### config.mk
export PLATFORM = sky130hd
export DESIGN_NAME = fifo_wr_arbiter
export DESIGN_NICKNAME = d
export VERILOG_FILES = /design/src/rtl/fifo_arb_pkg.sv /design/src/rtl/fifo_wr_arbiter_rr_pick.sv /design/src/rtl/fifo_wr_arbiter.sv
export SDC_FILE = /design/constraint.sdc
export NUM_CORES = 1
export LEC_CHECK = 0
export BUFFER_PORTS_ARGS = -buffer_cell sky130_fd_sc_hd__buf_2
export CAP_MARGIN = 5
export CORE_UTILIZATION = 25
export DETAILED_ROUTE_END_ITERATION = 8
export PLACE_DENSITY = 0.5
export SLEW_MARGIN = 10
export SYNTH_ARGS = -nofsm -noshare
export SYNTH_HDL_FRONTEND = slang
export SYNTH_HIERARCHICAL = 1
export SYNTH_SLANG_ARGS = --single-unit
export TNS_END_PERCENT = 1
### constraint.sdc
create_clock -name wclk -period 2.45 [get_ports wclk]
set_input_delay 0 -clock wclk [delete_from_list [all_inputs] [get_ports wclk]]
set_output_delay 0 -clock wclk [all_outputs]
set_load 0.01 [all_outputs]
### src/rtl/fifo_arb_pkg.sv
// Shared types and constants for the FIFO write-port arbiter.
package fifo_arb_pkg;

    typedef enum logic {
        ST_IDLE  = 1'b0,
        ST_BURST = 1'b1
    } arb_state_t;

    localparam int STALL_W = 16;

    // Index width for n items; never narrower than one bit.
    function automatic int clog2_min1(input int n);
        return (n <= 2) ? 1 : $clog2(n);
    endfunction

endpackage

### src/rtl/fifo_wr_arbiter_rr_pick.sv
// Round-robin picker: first set request at or after ptr, wrapping modulo NREQ.
module rr_pick
    import fifo_arb_pkg::*;
#(
    parameter int  NREQ = 4,
    localparam int IDW  = clog2_min1(NREQ)
) (
    input  logic [NREQ-1:0] req,
    input  logic [IDW-1:0]  ptr,
    output logic            any,
    output logic [IDW-1:0]  idx
);

    logic [NREQ-1:0] w_rot;
    logic [IDW-1:0]  w_off;
    logic            w_hit;
    int              w_j;
    int              w_sum;

    // Rotate the request vector so that position ptr lands on bit 0.
    always_comb begin
        w_rot = '0;
        w_j   = 0;
        for (int i = 0; i < NREQ; i++) begin
            w_j      = (i + int'(ptr)) % NREQ;
            w_rot[i] = req[w_j[IDW-1:0]];
        end
    end

    // Priority-encode the rotated vector, lowest bit wins.
    always_comb begin
        w_off = '0;
        w_hit = 1'b0;
        for (int i = 0; i < NREQ; i++) begin
            if (!w_hit && w_rot[i]) begin
                w_hit = 1'b1;
                w_off = IDW'(i);
            end
        end
    end

    // Undo the rotation to get the absolute requester index.
    always_comb begin
        w_sum = int'(w_off) + int'(ptr);
        if (w_sum >= NREQ) begin
            w_sum = w_sum - NREQ;
        end
        idx = w_sum[IDW-1:0];
        any = |req;
    end

endmodule

### src/rtl/fifo_wr_arbiter.sv
// Round-robin arbiter sharing one FIFO write port between NREQ requesters.
// Writes are gated combinationally by wfull so a full FIFO is never written.
module fifo_wr_arbiter
    import fifo_arb_pkg::*;
#(
    parameter int  DSIZE    = 8,
    parameter int  NREQ     = 4,
    parameter int  MAXBURST = 4,
    localparam int IDW      = clog2_min1(NREQ)
) (
    input  logic                  wclk,
    input  logic                  wrst,
    input  logic [NREQ-1:0]       req,
    input  logic [NREQ*DSIZE-1:0] req_data,
    output logic [NREQ-1:0]       ack,
    input  logic                  wfull,
    output logic                  winc,
    output logic [DSIZE-1:0]      wdata,
    output logic [IDW-1:0]        gnt_id,
    output logic                  busy,
    output logic [STALL_W-1:0]    stall_cnt
);

    localparam int            BW        = clog2_min1(MAXBURST);
    localparam logic [BW-1:0] LAST_BEAT = BW'(MAXBURST - 1);

    arb_state_t         r_state;
    logic [IDW-1:0]     r_gnt_id;
    logic [IDW-1:0]     r_ptr;
    logic [BW-1:0]      r_beat_cnt;
    logic [STALL_W-1:0] r_stall_cnt;

    logic               w_any;
    logic [IDW-1:0]     w_idx;
    logic               w_busy;
    logic               w_sel_req;
    logic               w_accept;
    logic [IDW-1:0]     w_ptr_nxt;

    rr_pick #(.NREQ(NREQ)) u_rr_pick (
        .req (req),
        .ptr (r_ptr),
        .any (w_any),
        .idx (w_idx)
    );

    // Grant-holder view of the request and the accept decision.
    always_comb begin
        w_busy    = (r_state == ST_BURST);
        w_sel_req = req[r_gnt_id];
        w_accept  = w_busy & w_sel_req & ~wfull;
        w_ptr_nxt = (int'(r_gnt_id) == NREQ - 1) ? '0 : r_gnt_id + 1'b1;
    end

    // Output muxing; everything is zero outside a burst.
    always_comb begin
        ack   = '0;
        wdata = '0;
        winc  = w_accept;
        if (w_accept) begin
            ack[r_gnt_id] = 1'b1;
        end
        if (w_busy) begin
            wdata = req_data[int'(r_gnt_id)*DSIZE +: DSIZE];
        end
    end

    // Arbitration FSM with burst and back-pressure counters.
    always_ff @(posedge wclk or posedge wrst) begin
        if (wrst) begin
            r_state     <= ST_IDLE;
            r_gnt_id    <= '0;
            r_ptr       <= '0;
            r_beat_cnt  <= '0;
            r_stall_cnt <= '0;
        end else begin
            case (r_state)
                ST_IDLE: begin
                    if (w_any) begin
                        r_gnt_id   <= w_idx;
                        r_beat_cnt <= '0;
                        r_state    <= ST_BURST;
                    end
                end
                ST_BURST: begin
                    if (!w_sel_req) begin
                        r_state <= ST_IDLE;
                        r_ptr   <= w_ptr_nxt;
                    end else if (wfull) begin
                        // Full cycles hold the grant and do not spend burst budget.
                        if (r_stall_cnt != '1) begin
                            r_stall_cnt <= r_stall_cnt + 1'b1;
                        end
                    end else if (r_beat_cnt == LAST_BEAT) begin
                        r_beat_cnt <= '0;
                        r_state    <= ST_IDLE;
                        r_ptr      <= w_ptr_nxt;
                    end else begin
                        r_beat_cnt <= r_beat_cnt + 1'b1;
                    end
                end
                default: r_state <= ST_IDLE;
            endcase
        end
    end

    assign gnt_id    = r_gnt_id;
    assign busy      = w_busy;
    assign stall_cnt = r_stall_cnt;

endmodule

* Yosys cells after proc, flatten, opt, wreduce, memory -nomap -nowiden
Index checks and enable logic that the tools add are counted.
** Storage, ports and cells
- Word-level logic and storage cells :: 80
- Memories kept :: 0
- Register bits :: 23
- Input port bits :: 39
- Output and inout bits :: 32
- RAM bits :: 0
- Memory bits (read-only) :: 0
- Latch bits :: 0
** Cells by class
- Shifts and indexed selects :: 1
- Div/mod/pow operators :: 0
- Add/subtract/negate cells :: 8
- Muxes and demuxes :: 35
- $mul :: 0
- Bitwise operators :: 4
- Equality and inequality tests :: 8
- Magnitude comparators :: 7
- Reduce and logical (&&, ||, !) cells :: 12
** Operators with widths (number)
- 32-bit by 6-bit indexed part select with 8-bit output :: 1
- 2-bit 2-to-1 mux :: 11
- 16-bit by 1-bit adder with 16-bit output (second input constant) :: 1
- 16-bit inequality test (second input constant) :: 1
- 2-bit by 3-bit less-than comparator with 1-bit output (second input constant) :: 5
- 1-bit 2-to-1 mux :: 14
- 1-bit binary-select mux with 2-bit select :: 5
- 8-bit 2-to-1 mux :: 1
- 2-bit by 1-bit inequality test with 1-bit output (second input constant) :: 3
- 3-bit AND reduction :: 2
- 2-bit by 1-bit adder with 2-bit output (second input constant) :: 2
- 2-bit adder (first input constant) :: 2
- 1-bit logical AND :: 4
- 4-bit 2-to-1 mux :: 1
- 2-bit inequality test (second input constant) :: 2
- 2-bit one-hot mux with 2 select lines :: 1
- 4-bit AND reduction :: 1
- 4-bit OR reduction :: 1
- 2-bit by 2-bit adder with 3-bit output :: 1
- 3-bit greater-or-equal comparator (second input constant) :: 1
- 1-bit zero test :: 3
- 1-bit by 2-bit adder with 2-bit output (first input constant) :: 1
- 1-bit bitwise AND :: 2
- 1-bit demux with 2-bit select :: 1
- 7 further kinds :: 8

* Logic depth before layout (Yosys ltp)
- Depth in word-level cells :: 15
- Mapped depth :: 9
- Gate-level depth less buffers :: 8

* Cells and area by module
Netlist, hierarchy kept.
** Modules (own cells, without submodules)
- fifo_wr_arbiter :: cells an instance 133, area an instance 1463.9 µm², times used 1, seq. area each 575.6 µm²
- rr_pick :: cells an instance 28, area an instance 190.2 µm², times used 1, seq. area each 0.0 µm²

* Worst setup path before layout
No wires, ideal clock.
- Path type :: register to register
- Start :: register r_gnt_id[0], in the netlist gnt_id[0]
- End :: register r_ptr[0]
- Clock period less this slack :: 1.766 ns
- Setup slack :: 0.684 ns
- Stages on the path, launching flop included :: 4
- Data arrival time :: 1.642 ns
- Cell sequence :: dfrtp_1 > mux4_2 > a21boi_0 > mux2_2
** On the way
- Cells in the longest elaborated chain, start to end :: 5
- Elaborated cells on any way between the ends :: 11
- Those cells by class :: add/sub: 1; eq/ne: 3; mux: 6; reduce/logical: 1
** Ends and longest elaborated chain
- from (decl) :: RTL line fifo_wr_arbiter.sv:28 : logic [IDW-1:0] r_gnt_id;
- from (signal assigned) :: RTL line fifo_wr_arbiter.sv:80 : r_gnt_id <= w_idx;
- 2-bit by 1-bit adder with 2-bit output / 2-bit by 1-bit equality test with 1-bit output (equally long branches) :: RTL line fifo_wr_arbiter.sv:52 : w_ptr_nxt = (int'(r_gnt_id) == NREQ - 1) ? '0 : r_gnt_id + 1'b1;
- 2-bit 2-to-1 mux :: RTL line fifo_wr_arbiter.sv:52
- 2-bit 2-to-1 mux :: RTL line fifo_wr_arbiter.sv:94 : end else if (r_beat_cnt == LAST_BEAT) begin
- 2-bit 2-to-1 mux :: RTL line fifo_wr_arbiter.sv:89 : end else if (wfull) begin
- 2-bit 2-to-1 mux :: RTL line fifo_wr_arbiter.sv:86 : if (!w_sel_req) begin
- to (signal assigned) :: RTL line fifo_wr_arbiter.sv:88 : r_ptr <= w_ptr_nxt;
- to (signal assigned) :: RTL line fifo_wr_arbiter.sv:97 : r_ptr <= w_ptr_nxt;
- to (decl) :: RTL line fifo_wr_arbiter.sv:29 : logic [IDW-1:0] r_ptr;
Parallel ways exist; a longest one is shown, timed or not. The select of a mux whose other input is x is not followed.
A chain may end at the register's enable or synchronous reset.

* Worst setup path in the final report
- Start :: register r_state, in the netlist busy
- End :: output port ack[0]
** On the way
- Cells in the longest elaborated chain, start to end :: 3
** Ends and longest elaborated chain
- from (decl) :: RTL line fifo_wr_arbiter.sv:27 : arb_state_t r_state;
- from (signal assigned) :: RTL line fifo_wr_arbiter.sv:71 : r_state <= ST_IDLE;
- from (signal assigned) :: RTL line fifo_wr_arbiter.sv:82 : r_state <= ST_BURST;
- from (signal assigned) :: RTL line fifo_wr_arbiter.sv:87 : r_state <= ST_IDLE;
- 1-bit bitwise AND (2 in series) :: RTL line fifo_wr_arbiter.sv:51 : w_accept = w_busy & w_sel_req & ~wfull;
- 4-bit 2-to-1 mux :: RTL line fifo_wr_arbiter.sv:60 : if (w_accept) begin
- to (decl) :: RTL line fifo_wr_arbiter.sv:15 : output logic [NREQ-1:0] ack,
Every way passes these cells.

==> run metrics <==
status complete, no violations; FF+latch count, synth 23; Synth Area in Compound Gates 7.035%; CP Capture Type primary output; vias 1481; Core Box Area approximately 6400 um^2; Worst VDD drop 0.3826 mV; WS Path Type reg2out; GPL Wtd Cong 0.7364; I/O pin count 71; flop2flop setup slack 0.63 ns; routing usage on met2 roughly a fifth; share of layout cells above drive strength 1 41.38%; Resized cells post-CTS 0; largest family of logic cells by synthesized area simple AND/OR/NAND/NOR gates; nature of the critical path startpoint register; DR iter-0 viols 31; crit-path max FO 14; number of buffers created by CTS 3; Mapped Cells 161; CP Launch Point busy; Hold Vio Cnt, Final 0; Post-Synth XOR/XNOR Area 7.943%; Initial Utilization 25.90%; number of library cell types mapped by synthesis 39; Clock Skew roughly 0.00095 ns; R2R Path End r_ptr[0]; Wirelength per Cell 13.64 um; CTS tree yes; slew of the pin with the lowest slew margin 0.8907 ns; synthesized net count 207; Async S/R FF share, synth 100.0%; WHS Path Cells 3; DRC violations left 0; max cap viols 0; clock latency on the worst-skew pair 0.26 ns; first drt pass iteration count 4; Root Buffer clkbuf_8; LEAKAGE roughly 1.0 nW; final cell count without fillers approximately 310; dominant synthesized flop cell dfrtp_1; nets 279; Die Height 83.34 um; Synth Area in Simple Gates 22.39%; die area about 7000 um^2; largest area contributor in the netlist dfrtp_1; Seq/Total Area, Yosys a little over a third; Rel. slew slack between 40 and 50%; Inst Count DP 304; Storage cell area between 500 and 600 um^2; first-pass GRT wire length 7.024 mm; Adder-Cell Fraction of Synth Area about 5.3%; total number of H-tree levels 1; HPWL Detailed 3.250 mm; grt met3 use ~2.8%; number of global-route vias before repair 1436; worst r2r src gnt_id[1]; initial antenna violation count 0; largest net degree at the start of global routing 24; Post-synth EDFFs 0; drt total wl 4.216 mm; Pins Over Slew Limit 0; Clock Path Buffers 2; number of diodes 0; Ys Warns 6; Hold-fix buffers, CTS 1; synthesized area 1654 um^2; mean post-synth cell area a little over 10 um^2; fillers 677; Reg2Reg Depth 4; clock slew at reported path FFs roughly 0.080 ns; die width 83.34 um; total gr overflow 0; Area Growth Syn to Fin 29.27%; Hold Crit Class in2reg; Pwr Density 898.6 nW/um^2; Yosys top cell area share 34.80%; RSZ-0062 raised after global routing no; Via-to-Cell Ratio between 4 and 5; leading post-synthesis cells by cell area dfrtp_1 35%, mux4_2 12%, xnor2_1 6.4%, ha_1 5.3%, and2_1 4.9%; Core Rows 29; f_max 534.9 MHz; Place WS 0.6230 ns; post-synthesis mux area share 18.76%; total track usage about an eighth; Final Setup Violations 0; Post-CTS Setup Repair Bufs 0; worst setup path endpoint ack[0]; Post-DRT Antenna Nets 0; layer with the highest usage met2; period utilisation layout around three quarters; Worst Path Required 2.45 ns; multi-input logic area approximately 1000 um^2; clock sinks 23; Port Buffer Count 70; final worst slack 0.5805 ns; Period minus WS final about 1.9 ns; GRT met1 Usage 16.25%; arrival time worst endpoint 1.87 ns; Final TNS setup 0 ns
-- flip-flops by register name (all words and copies together) (netlist names) --
signal and flops:
stall_cnt 16, gnt_id 2, r_beat_cnt 2, r_ptr 2, busy 1
-- layout by cell type (no fill, tap or decap), drive strengths merged, types with 2 or more instances in the layout --
cell type / netlist / final
and2: 13 / 13
and3: 2 / 2
buf: 4 / 73
clkbuf: 3 / 4
dfrtp: 23 / 23
ha: 7 / 7
inv: 6 / 6
mux2: 6 / 6
mux2i: 4 / 4
mux4: 9 / 9
nand2: 15 / 15
nand2b: 6 / 6
nand3: 3 / 3
nand4: 9 / 9
nor2: 10 / 10
nor3: 4 / 4
o21ai: 4 / 4
o22a: 3 / 3
o22ai: 2 / 2
or2: 2 / 2
xnor2: 12 / 12
xor2: 3 / 3
-- layer usage --
metal / vias to the layer above / routed length, um
li1: 717 / -
met1: 687 / 1960
met2: 72 / 1899
met3: 5 / 317
met4: 0 / 38
met5: - / 0
-- metrics by stage --
step	total power, mW	area [um^2]	util [%]	hold WS (ns)
2_1_floorplan	1.378	1654	-	0.001924
3_3_place_gp	1.700	2083	32.62	0.2514
3_5_place_dp	1.716	2083	32.62	0.2662
4_1_cts	1.964	2138	33.48	0.08045
5_1_grt	2.103	2138	33.48	0.1101
6_report	1.922	2138	33.48	0.07633
-- kinds of logic (layout without fill, tap and decap cells) --
group	after synthesis	after routing
XOR/XNOR	15	15
AO/OA/AOI/OAI	15	15
flip-flops	23	23
multiplexers	19	19
buffers and inverters	13	84
AND/OR/NAND/NOR	69	69
adder cells (fa/ha/maj)	7	7
-- how the worst min path moves through the flow --
stage	startpoint	to
2_1_floorplan	wrst	busy
3_3_place_gp	wrst	stall_cnt[4]
3_5_place_dp	wrst	stall_cnt[4]
4_1_cts	wfull	busy
5_1_grt	wfull	busy
6_report	wfull	busy
-- cell type report --
cell class / count / share of cell area, %
clock buffer: 4 / 2.106
inverter: 6 / 1.053
multi-input combinational: 125 / 47.51
sequential: 23 / 26.92
tap: 77 / 4.506
timing repair buffer: 74 / 17.91
-- power breakdown --
group / leakage (nW) / switching, mW / internal (mW)
registers: 0.295 / 0.156 / 0.480
clock network: 0.0228 / 0.118 / 0.116
logic: 0.701 / 0.486 / 0.565
total: 1.02 / 0.760 / 1.16
-- cell usage after synthesis (2+ instances only) --
library cell,instances
ha_1,7
nand2b_1,6
clkbuf_1,3
o21ai_0,4
nor2_1,10
nand2_1,15
nor3_1,3
nand4_1,9
xnor2_1,12
buf_2,2
and3_1,2
mux2_2,6
inv_1,6
and2_1,13
dfrtp_1,23
o22a_1,2
mux4_2,9
mux2i_1,4
nand3_1,3
xor2_1,3
-- critical path, stage by stage (launching register included) --
cell and delay (ns):
dfrtp_1 0.56, nand2_1 0.09, o22a_1 0.23, nor2_1 0.39, and2_1 0.21, buf_2 0.13
Power figures use the tool's default switching activity.
